==> src/rtl/jts16_obj_draw.sv <==
// jts16_obj_draw: sprite line drawer.
// Fetches 16-bit ROM words for one sprite and unpacks each into four 4-bit
// pixels. Each visible pixel is written to the line buffer at a column that
// starts at dr_xpos and steps by one (or down by one when dr_hflipb is set).
// Nibble 0 is transparent. Nibble 15 ends the sprite. A sprite also ends
// after MAXWORDS words if no end marker is found.
//
// Ports:
//   clk, rst_n            clock, async active-low reset
//   dr_start / dr_busy    command strobe / command in progress
//   dr_xpos, dr_offset,   sprite parameters, latched on dr_start
//   dr_bank, dr_prio,     (dr_offset[15] = vertical flip: nibbles reversed
//   dr_pal, dr_hzoom,      and ROM words walked downwards)
//   dr_hflipb
//   obj_cs/addr/data/ok   ROM request, {bank, offset[14:0]}; held until obj_ok
//   bf_addr/data/we       line-buffer write port, data = {prio, pal, pixel}
//
// Optional build macro: JTS16_OBJ_HZOOM_EN enables horizontal shrink. A
// 5-bit accumulator adds dr_hzoom[4:0] for every nibble, and a pixel is
// dropped on each carry out.
//
// state | meaning
// IDLE  | waiting for dr_start
// FETCH | ROM request outstanding
// PIX   | emitting one nibble per cycle
// DONE  | one-cycle wrap-up, clears dr_busy

module jts16_obj_draw #(
   parameter int MAXWORDS = 128
) (
   input  logic        clk,
   input  logic        rst_n,
   input  logic        dr_start,
   output logic        dr_busy,
   input  logic [8:0]  dr_xpos,
   input  logic [15:0] dr_offset,
   input  logic [3:0]  dr_bank,
   input  logic [1:0]  dr_prio,
   input  logic [5:0]  dr_pal,
   input  logic [9:0]  dr_hzoom,
   input  logic        dr_hflipb,
   output logic        obj_cs,
   output logic [18:0] obj_addr,
   input  logic [15:0] obj_data,
   input  logic        obj_ok,
   output logic [8:0]  bf_addr,
   output logic [11:0] bf_data,
   output logic        bf_we
);

   localparam logic [1:0] IDLE  = 2'd0;
   localparam logic [1:0] FETCH = 2'd1;
   localparam logic [1:0] PIX   = 2'd2;
   localparam logic [1:0] DONE  = 2'd3;
   localparam int WCW = $clog2(MAXWORDS + 1);

   logic [1:0]     st;
   logic [8:0]     col;
   logic [15:0]    offset;
   logic [3:0]     bank;
   logic [1:0]     prio;
   logic [5:0]     pal;
   logic           hflipb;
   logic [15:0]    word;
   logic [1:0]     nib_cnt;
   logic [WCW-1:0] wcnt;
   logic [3:0]     nib;
   logic           skip;
   logic           flip;

   assign flip     = offset[15];
   assign obj_cs   = (st == FETCH);
   assign obj_addr = {bank, offset[14:0]};

   // Without flip, the first nibble is bits 15:12. With flip, it is bits 3:0.
   always_comb begin
      nib = 4'd0;
      case (flip ? nib_cnt : ~nib_cnt)
         2'd3:    nib = word[15:12];
         2'd2:    nib = word[11:8];
         2'd1:    nib = word[7:4];
         default: nib = word[3:0];
      endcase
   end

`ifdef JTS16_OBJ_HZOOM_EN
   logic [4:0] hzoom;
   logic [4:0] acc;
   logic [5:0] acc_sum;
   logic       unused_hzoom;

   assign unused_hzoom = ^dr_hzoom[9:5];
   assign acc_sum      = {1'b0, acc} + {1'b0, hzoom};
   assign skip         = acc_sum[5];

   always_ff @(posedge clk or negedge rst_n) begin
      if (!rst_n) begin
         hzoom <= 5'd0;
         acc   <= 5'd0;
      end else if (st == IDLE && dr_start) begin
         hzoom <= dr_hzoom[4:0];
         acc   <= 5'd0;
      end else if (st == PIX) begin
         acc <= acc_sum[4:0];
      end
   end
`else
   logic unused_hzoom;

   assign unused_hzoom = ^dr_hzoom;
   assign skip         = 1'b0;
`endif

   always_ff @(posedge clk or negedge rst_n) begin
      if (!rst_n) begin
         st      <= IDLE;
         dr_busy <= 1'b0;
         col     <= 9'd0;
         offset  <= 16'd0;
         bank    <= 4'd0;
         prio    <= 2'd0;
         pal     <= 6'd0;
         hflipb  <= 1'b0;
         word    <= 16'd0;
         nib_cnt <= 2'd0;
         wcnt    <= '0;
         bf_we   <= 1'b0;
         bf_addr <= 9'd0;
         bf_data <= 12'd0;
      end else begin
         bf_we <= 1'b0;
         case (st)
            IDLE: if (dr_start) begin
               col     <= dr_xpos;
               offset  <= dr_offset;
               bank    <= dr_bank;
               prio    <= dr_prio;
               pal     <= dr_pal;
               hflipb  <= dr_hflipb;
               nib_cnt <= 2'd0;
               wcnt    <= '0;
               dr_busy <= 1'b1;
               st      <= FETCH;
            end
            FETCH: if (obj_ok) begin
               word    <= obj_data;
               nib_cnt <= 2'd0;
               st      <= PIX;
            end
            PIX: begin
               // The end marker wins even when zoom would drop this nibble.
               if (nib == 4'hf) begin
                  st <= DONE;
               end else begin
                  if (!skip) begin
                     if (nib != 4'h0) begin
                        bf_we   <= 1'b1;
                        bf_addr <= col;
                        bf_data <= {prio, pal, nib};
                     end
                     col <= hflipb ? col - 9'd1 : col + 9'd1;
                  end
                  nib_cnt <= nib_cnt + 2'd1;
                  if (nib_cnt == 2'd3) begin
                     offset <= {offset[15], flip ? offset[14:0] - 15'd1
                                                 : offset[14:0] + 15'd1};
                     wcnt   <= wcnt + 1'b1;
                     st     <= (wcnt == WCW'(MAXWORDS - 1)) ? DONE : FETCH;
                  end
               end
            end
            default: begin
               dr_busy <= 1'b0;
               st      <= IDLE;
            end
         endcase
      end
   end

endmodule

==> config.mk <==
export PLATFORM = sky130hd
export DESIGN_NAME = jts16_obj_draw
export DESIGN_NICKNAME = d
export VERILOG_FILES = /design/src/rtl/jts16_obj_draw.sv
export SDC_FILE = /design/constraint.sdc
export NUM_CORES = 1
export LEC_CHECK = 0
export CAP_MARGIN = 20
export CORE_ASPECT_RATIO = 1.1
export CORE_UTILIZATION = 47
export CTS_CLUSTER_DIAMETER = 100
export DETAILED_ROUTE_END_ITERATION = 8
export PLACE_DENSITY = 0.77
export SLEW_MARGIN = 30
export SYNTH_ARGS = -nofsm -noshare
export SYNTH_HDL_FRONTEND = slang
export SYNTH_SLANG_ARGS = --single-unit
==> constraint.sdc <==
create_clock -name clk -period 2.65 [get_ports clk]
set_clock_uncertainty 0.05 [all_clocks]
set_input_delay 0.53 -clock clk [delete_from_list [all_inputs] [get_ports clk]]
set_output_delay 0.53 -clock clk [all_outputs]
set_load 0.03 [all_outputs]
After elaboration in Yosys (flattened, before gate mapping)
Cells that the tools add are included.
Widths: inputs -> output; s select.
- $add $sub $neg: 6
- equal/unequal tests: 13
- multiplexer cells: 30
- bitwise logic cells: 4
- reduce and logical (&&, ||, !) cells: 14
- operators with widths (cell ; number):
    $mux 15 ; 3
    $pmux 16 s2 ; 1
    $mux 9 ; 3
    $mux 8 ; 3
    $mux 2 ; 9
    $pmux 9 s2 ; 1
    $mux 16 ; 1
    $pmux 8 s2 ; 1
    $add 15x1->15 const B ; 1
    $sub 15x1->15 const B ; 1
    $pmux 2 s3 ; 2
    $pmux 4 s3 ; 1
    $reduce_and 3->1 ; 4
    $add 9x1->9 const B ; 1
    $sub 9x1->9 const B ; 1
    $add 8x1->8 const B ; 1
    $eq 2x2->1 const B ; 4
    $eq 8x7->1 const B ; 1
    $reduce_and 4->1 ; 2
    $ne 2x2->1 const B ; 3
    $reduce_and 2->1 ; 3
    $eq 2x1->1 const B ; 2
    $eq 4x4->1 const B ; 1
    $mux 1 ; 4
    other kinds (11) ; 13
- register bits: 89
- bits of input ports: 68
- word-level logic and storage cells: 82

Depth between registers and ports, before layout
- word-level depth: 8
- mapped depth: 11
- depth with buffers taken out: 9

Worst setup path after synthesis
No wires, ideal clock.
- kind: reg2reg
- start: register offset[15]
- end: register offset[14]
- arrival: 2.727 ns
- slack: -0.258 ns
- stages on the path, launching flop included: 10
- clock period less this slack: 2.908 ns
- cell sequence: dfrtp_1 > clkinv_1 > fa_1 > nor2b_1 > o2111ai_1 > a21oi_1 > o221ai_1 > xnor2_1 > a211oi_1 > or3b_1
- longest elaborated chain between the ends: 6
- ends and longest elaborated chain (what ; RTL line ; source):
    from (decl) ; 59 ; logic [15:0] offset;
    from (signal assigned) ; 135 ; offset <= dr_offset;
    from (signal assigned) ; 165 ; offset <= {offset[15], flip ? offset[14:0] - 15'd1
    $mux 2 ; 78 ; case (flip ? nib_cnt : ~nib_cnt)
    $eq 2x1->1 or $eq 2x2->1 (tied branches) ; 78 ;
    $pmux 4 s3 ; 78 ;
    $eq 4x4->1 ; 152 ; if (nib == 4'hf) begin
    $ne 2x2->1 (no source line) ; - ;
    $reduce_and 4->1 (no source line) ; - ;
Several ways; a longest one is shown, not always the timed one. The select of a mux whose other input is x is not followed.
A chain may end at the register's enable or synchronous reset.

Worst setup path in the final report
Same ends and word-level chain as after synthesis.

==> results.json <==
{
  "status": "finished, final reports clean",
  "rsz0062_at_grt": "true",
  "hold_violations": 0,
  "start_util_pct": 48.8,
  "dpl.hpwl_um": 9260,
  "whs_ns": 0.00408,
  "drt_iter0_markers": 281,
  "max-slew-margin-rel_pct": 57.9,
  "syn_avg_cell_area_um2": 10.6,
  "synth_cell_types": 64,
  "total_power_mw": 10.2,
  "dr.pass1.iters": 4,
  "ys_ff_latch": 89,
  "ir_drop_mv": 0.767,
  "cts_buffers": 9,
  "grt_busiest_layer": "met2",
  "die_w_um": 104,
  "first_global_vias": 4520,
  "cts_tree": "yes",
  "synth_edf_count": 0,
  "wirelength_um": 13300,
  "grt_pass1_wl_um": 21500,
  "r2r-start": "offset[15]$_DFFE_PN0P_",
  "met1_usage_pct": 27.5,
  "arrival_ns": 2.78,
  "holdCritPathClass": "primary input to asynchronous set/reset pin",
  "drc_errors": 0,
  "layout.nets": 731,
  "insertion_delay_ns": 0.35,
  "cts.clk_slew.worst_paths_ns": 0.07,
  "worst_slew_pin_slew_ns": 0.629,
  "crit_required_ns": 2.82,
  "antenna_left": 0,
  "portBuffers": 100,
  "fp.coreArea_um2": 11000,
  "clockBufferDepth": 2,
  "core.rowCount": 40,
  "grtUsageTotal_pct": 22.7,
  "syn-num-nets": 605,
  "met2_usage_pct": 38.9,
  "period_share_pct": 98.3,
  "ctsHoldBuffers": 0,
  "die_y_um": 114,
  "grt_util_met3_pct": 5.81,
  "cts_sinks": 89,
  "fmax_ghz": 0.384,
  "drive_gt1_share_pct": 23.9,
  "seq_area_frac_synth_pct": 41.4,
  "via_per_inst": 5.68,
  "setup_viol": 0,
  "worstSetupPathType": "flop to flop",
  "io_pins": 111,
  "crit_path_start_kind": "flop",
  "min_period_ns": 2.60,
  "synth_cells": 508,
  "end_kind": "flop",
  "post-route-util_pct": 65.3,
  "antenna_found_initial": 0,
  "cellLeakagePower_nw": 3.09,
  "syn-cell-area_um2": 5380,
  "grt_remaining_overflow": 0,
  "yosysWarnings": 0,
  "crit_path_max_fanout": 4,
  "diodes": 0,
  "ys.flop_type": "dfrtp_1",
  "async_reset_ff_share_pct": 100,
  "grt_max_degree": 43,
  "maxSlewViolCount": 0,
  "powerDensity_nw_per_um2": 1420,
  "cts_htree_levels": 3,
  "syn2layout_area_growth_pct": 33.7,
  "clockRootBuffer": "clkbuf_16",
  "avgRoutedWirePerCell_um": 16.9,
  "dieArea_um2": 11900,
  "worstSetupStartpoint": "offset[15]$_DFFE_PN0P_",
  "gp_congestion": 0.905,
  "dr_total_vias": 4461,
  "maxCapViolations": 0
}
==> final timing paths <==
kind / to / slack [ns] / cells after the start
max in group asynchronous: nib_cnt[0]$_DFFE_PN0P_ / 1.84 / 2
min in group clk: pal[0]$_DFFE_PN0P_ / 0.46 / 1
max: offset[14]$_DFFE_PN0P_ / 0.05 / 9
max reg2reg: offset[14]$_DFFE_PN0P_ / 0.05 / 9
min reg2reg: pal[0]$_DFFE_PN0P_ / 0.46 / 1
min: offset[6]$_DFFE_PN0P_ / 0.004 / 1
==> metal layers <==
layer / wire [um] / up-vias / share of wire [%]
met2: 6560 / 131 / 50
li1: - / 2117 / -
met3: 826 / 24 / 6.2
met4: 312 / 0 / 2.4
met1: 5560 / 2189 / 42
met5: 0 / - / 0
==> synth_stat cells (4+ instances only) <==
library cell / number / area share [%]
mux2_4: 12 / 3.4
mux2i_1: 7 / 1.3
nand3_1: 11 / 1.0
buf_4: 16 / 2.2
xnor2_1: 7 / 1.1
dfrtp_1: 89 / 41
mux2_2: 35 / 7.3
a21oi_1: 43 / 4.0
nor2_1: 36 / 2.5
a21o_1: 5 / 0.70
nand2b_1: 4 / 0.47
mux4_2: 5 / 2.1
nor2b_1: 5 / 0.58
o22a_1: 4 / 0.65
a21boi_0: 5 / 0.70
o21ai_0: 28 / 2.6
buf_6: 6 / 1.3
clkbuf_1: 9 / 0.63
o31ai_1: 5 / 0.70
ha_1: 27 / 6.3
and3_1: 6 / 0.70
o22ai_1: 16 / 1.9
inv_1: 18 / 1.3
nand2_1: 23 / 1.6
a31oi_1: 6 / 0.70
a211oi_1: 4 / 0.56
nor3_1: 11 / 1.0
o21a_1: 6 / 0.84
==> state kept, by name, indices dropped and copies added, names as in the netlist, 4 cells and up <==
register,count
offset,16
word,16
bf_data,12
bf_addr,9
col,9
wcnt,8
pal,6
bank,4
==> stage by stage <==
| stage | std cells | instance area, um^2 | TNS [ns] | worst slack (ns) |
|---|---|---|---|---|
| after floorplan | 508 | 5380 | 0 | 0.0265 |
| after global placement | 769 | 6730 | -0.0199 | -0.0107 |
| after detailed placement | 769 | 6730 | -0.707 | -0.112 |
| after CTS | 785 | 7040 | -0.0609 | -0.0609 |
| after global routing | 786 | 7190 | -0.0514 | -0.0332 |
| final | 786 | 7190 | 0 | 0.0456 |
==> timing repair <==
action | CTS | global route
pin swaps | 2 | 7
endpoints found under the setup margin | 20 | 14
gates resized for setup | 7 | 29
buffers inserted | 0 | 2
==> layout by cell type, fill, tap and decap left out, types with 5 or more instances in the layout <==
cell type / netlist / routed
ha_4: 0 / 5
inv_1: 18 / 18
buf_4: 16 / 47
nor2_1: 36 / 35
clkbuf_16: 0 / 9
nand2_1: 23 / 23
inv_6: 0 / 5
ha_1: 27 / 20
and3_1: 6 / 6
mux2_4: 12 / 12
nor3_1: 11 / 10
a21oi_1: 43 / 39
nand3_1: 11 / 11
mux2i_1: 7 / 7
dfrtp_1: 89 / 87
o22ai_1: 16 / 16
xnor2_1: 7 / 6
o31ai_1: 5 / 5
mux2_2: 35 / 35
o21ai_1: 1 / 6
o21a_1: 6 / 6
mux4_2: 5 / 5
clkdlybuf4s50_1: 0 / 99
o21ai_0: 28 / 22
a31oi_1: 6 / 6
a21o_1: 5 / 5
==> cells by family after synthesis <==
group                      Yosys count  synth area share [%]
AOI/OAI and AO/OA                  146                  17.5
and+or+nand+nor                    115                  10.6
muxes                               62                  15.5
adders and majority gates           29                  7.03
DFF                                 89                  41.4
buffers and inverters               57                  6.21
xor gates and xnor gates            10                  1.63
==> power by group <==
part	switching (mW)	total, mW	leakage, nW	internal [mW]
logic	3.25	6.44	1.89	3.19
clock network	0.605	1.26	0.142	0.654
registers	0.487	2.47	1.05	1.98
==> critical path, stage by stage, from the launching register on <==
cell	delay, ns
dfrtp_2	0.46
buf_4	0.18
ha_2	0.21
a21o_1	0.19
a21oi_2	0.18
or3b_4	0.41
o221ai_4	0.17
xnor2_2	0.16
a211oi_1	0.11
or3b_1	0.36
==> area by class of cell <==
class	count	area, um^2
multi-input combinational	362	2970
clock buffer	9	225
sequential	89	2230
inverter	20	76.3
timing repair buffer	152	1440
tap	147	184
clock inverter	7	57.6
fill	867	3820
No activity file was read; power rests on OpenSTA's default activity.
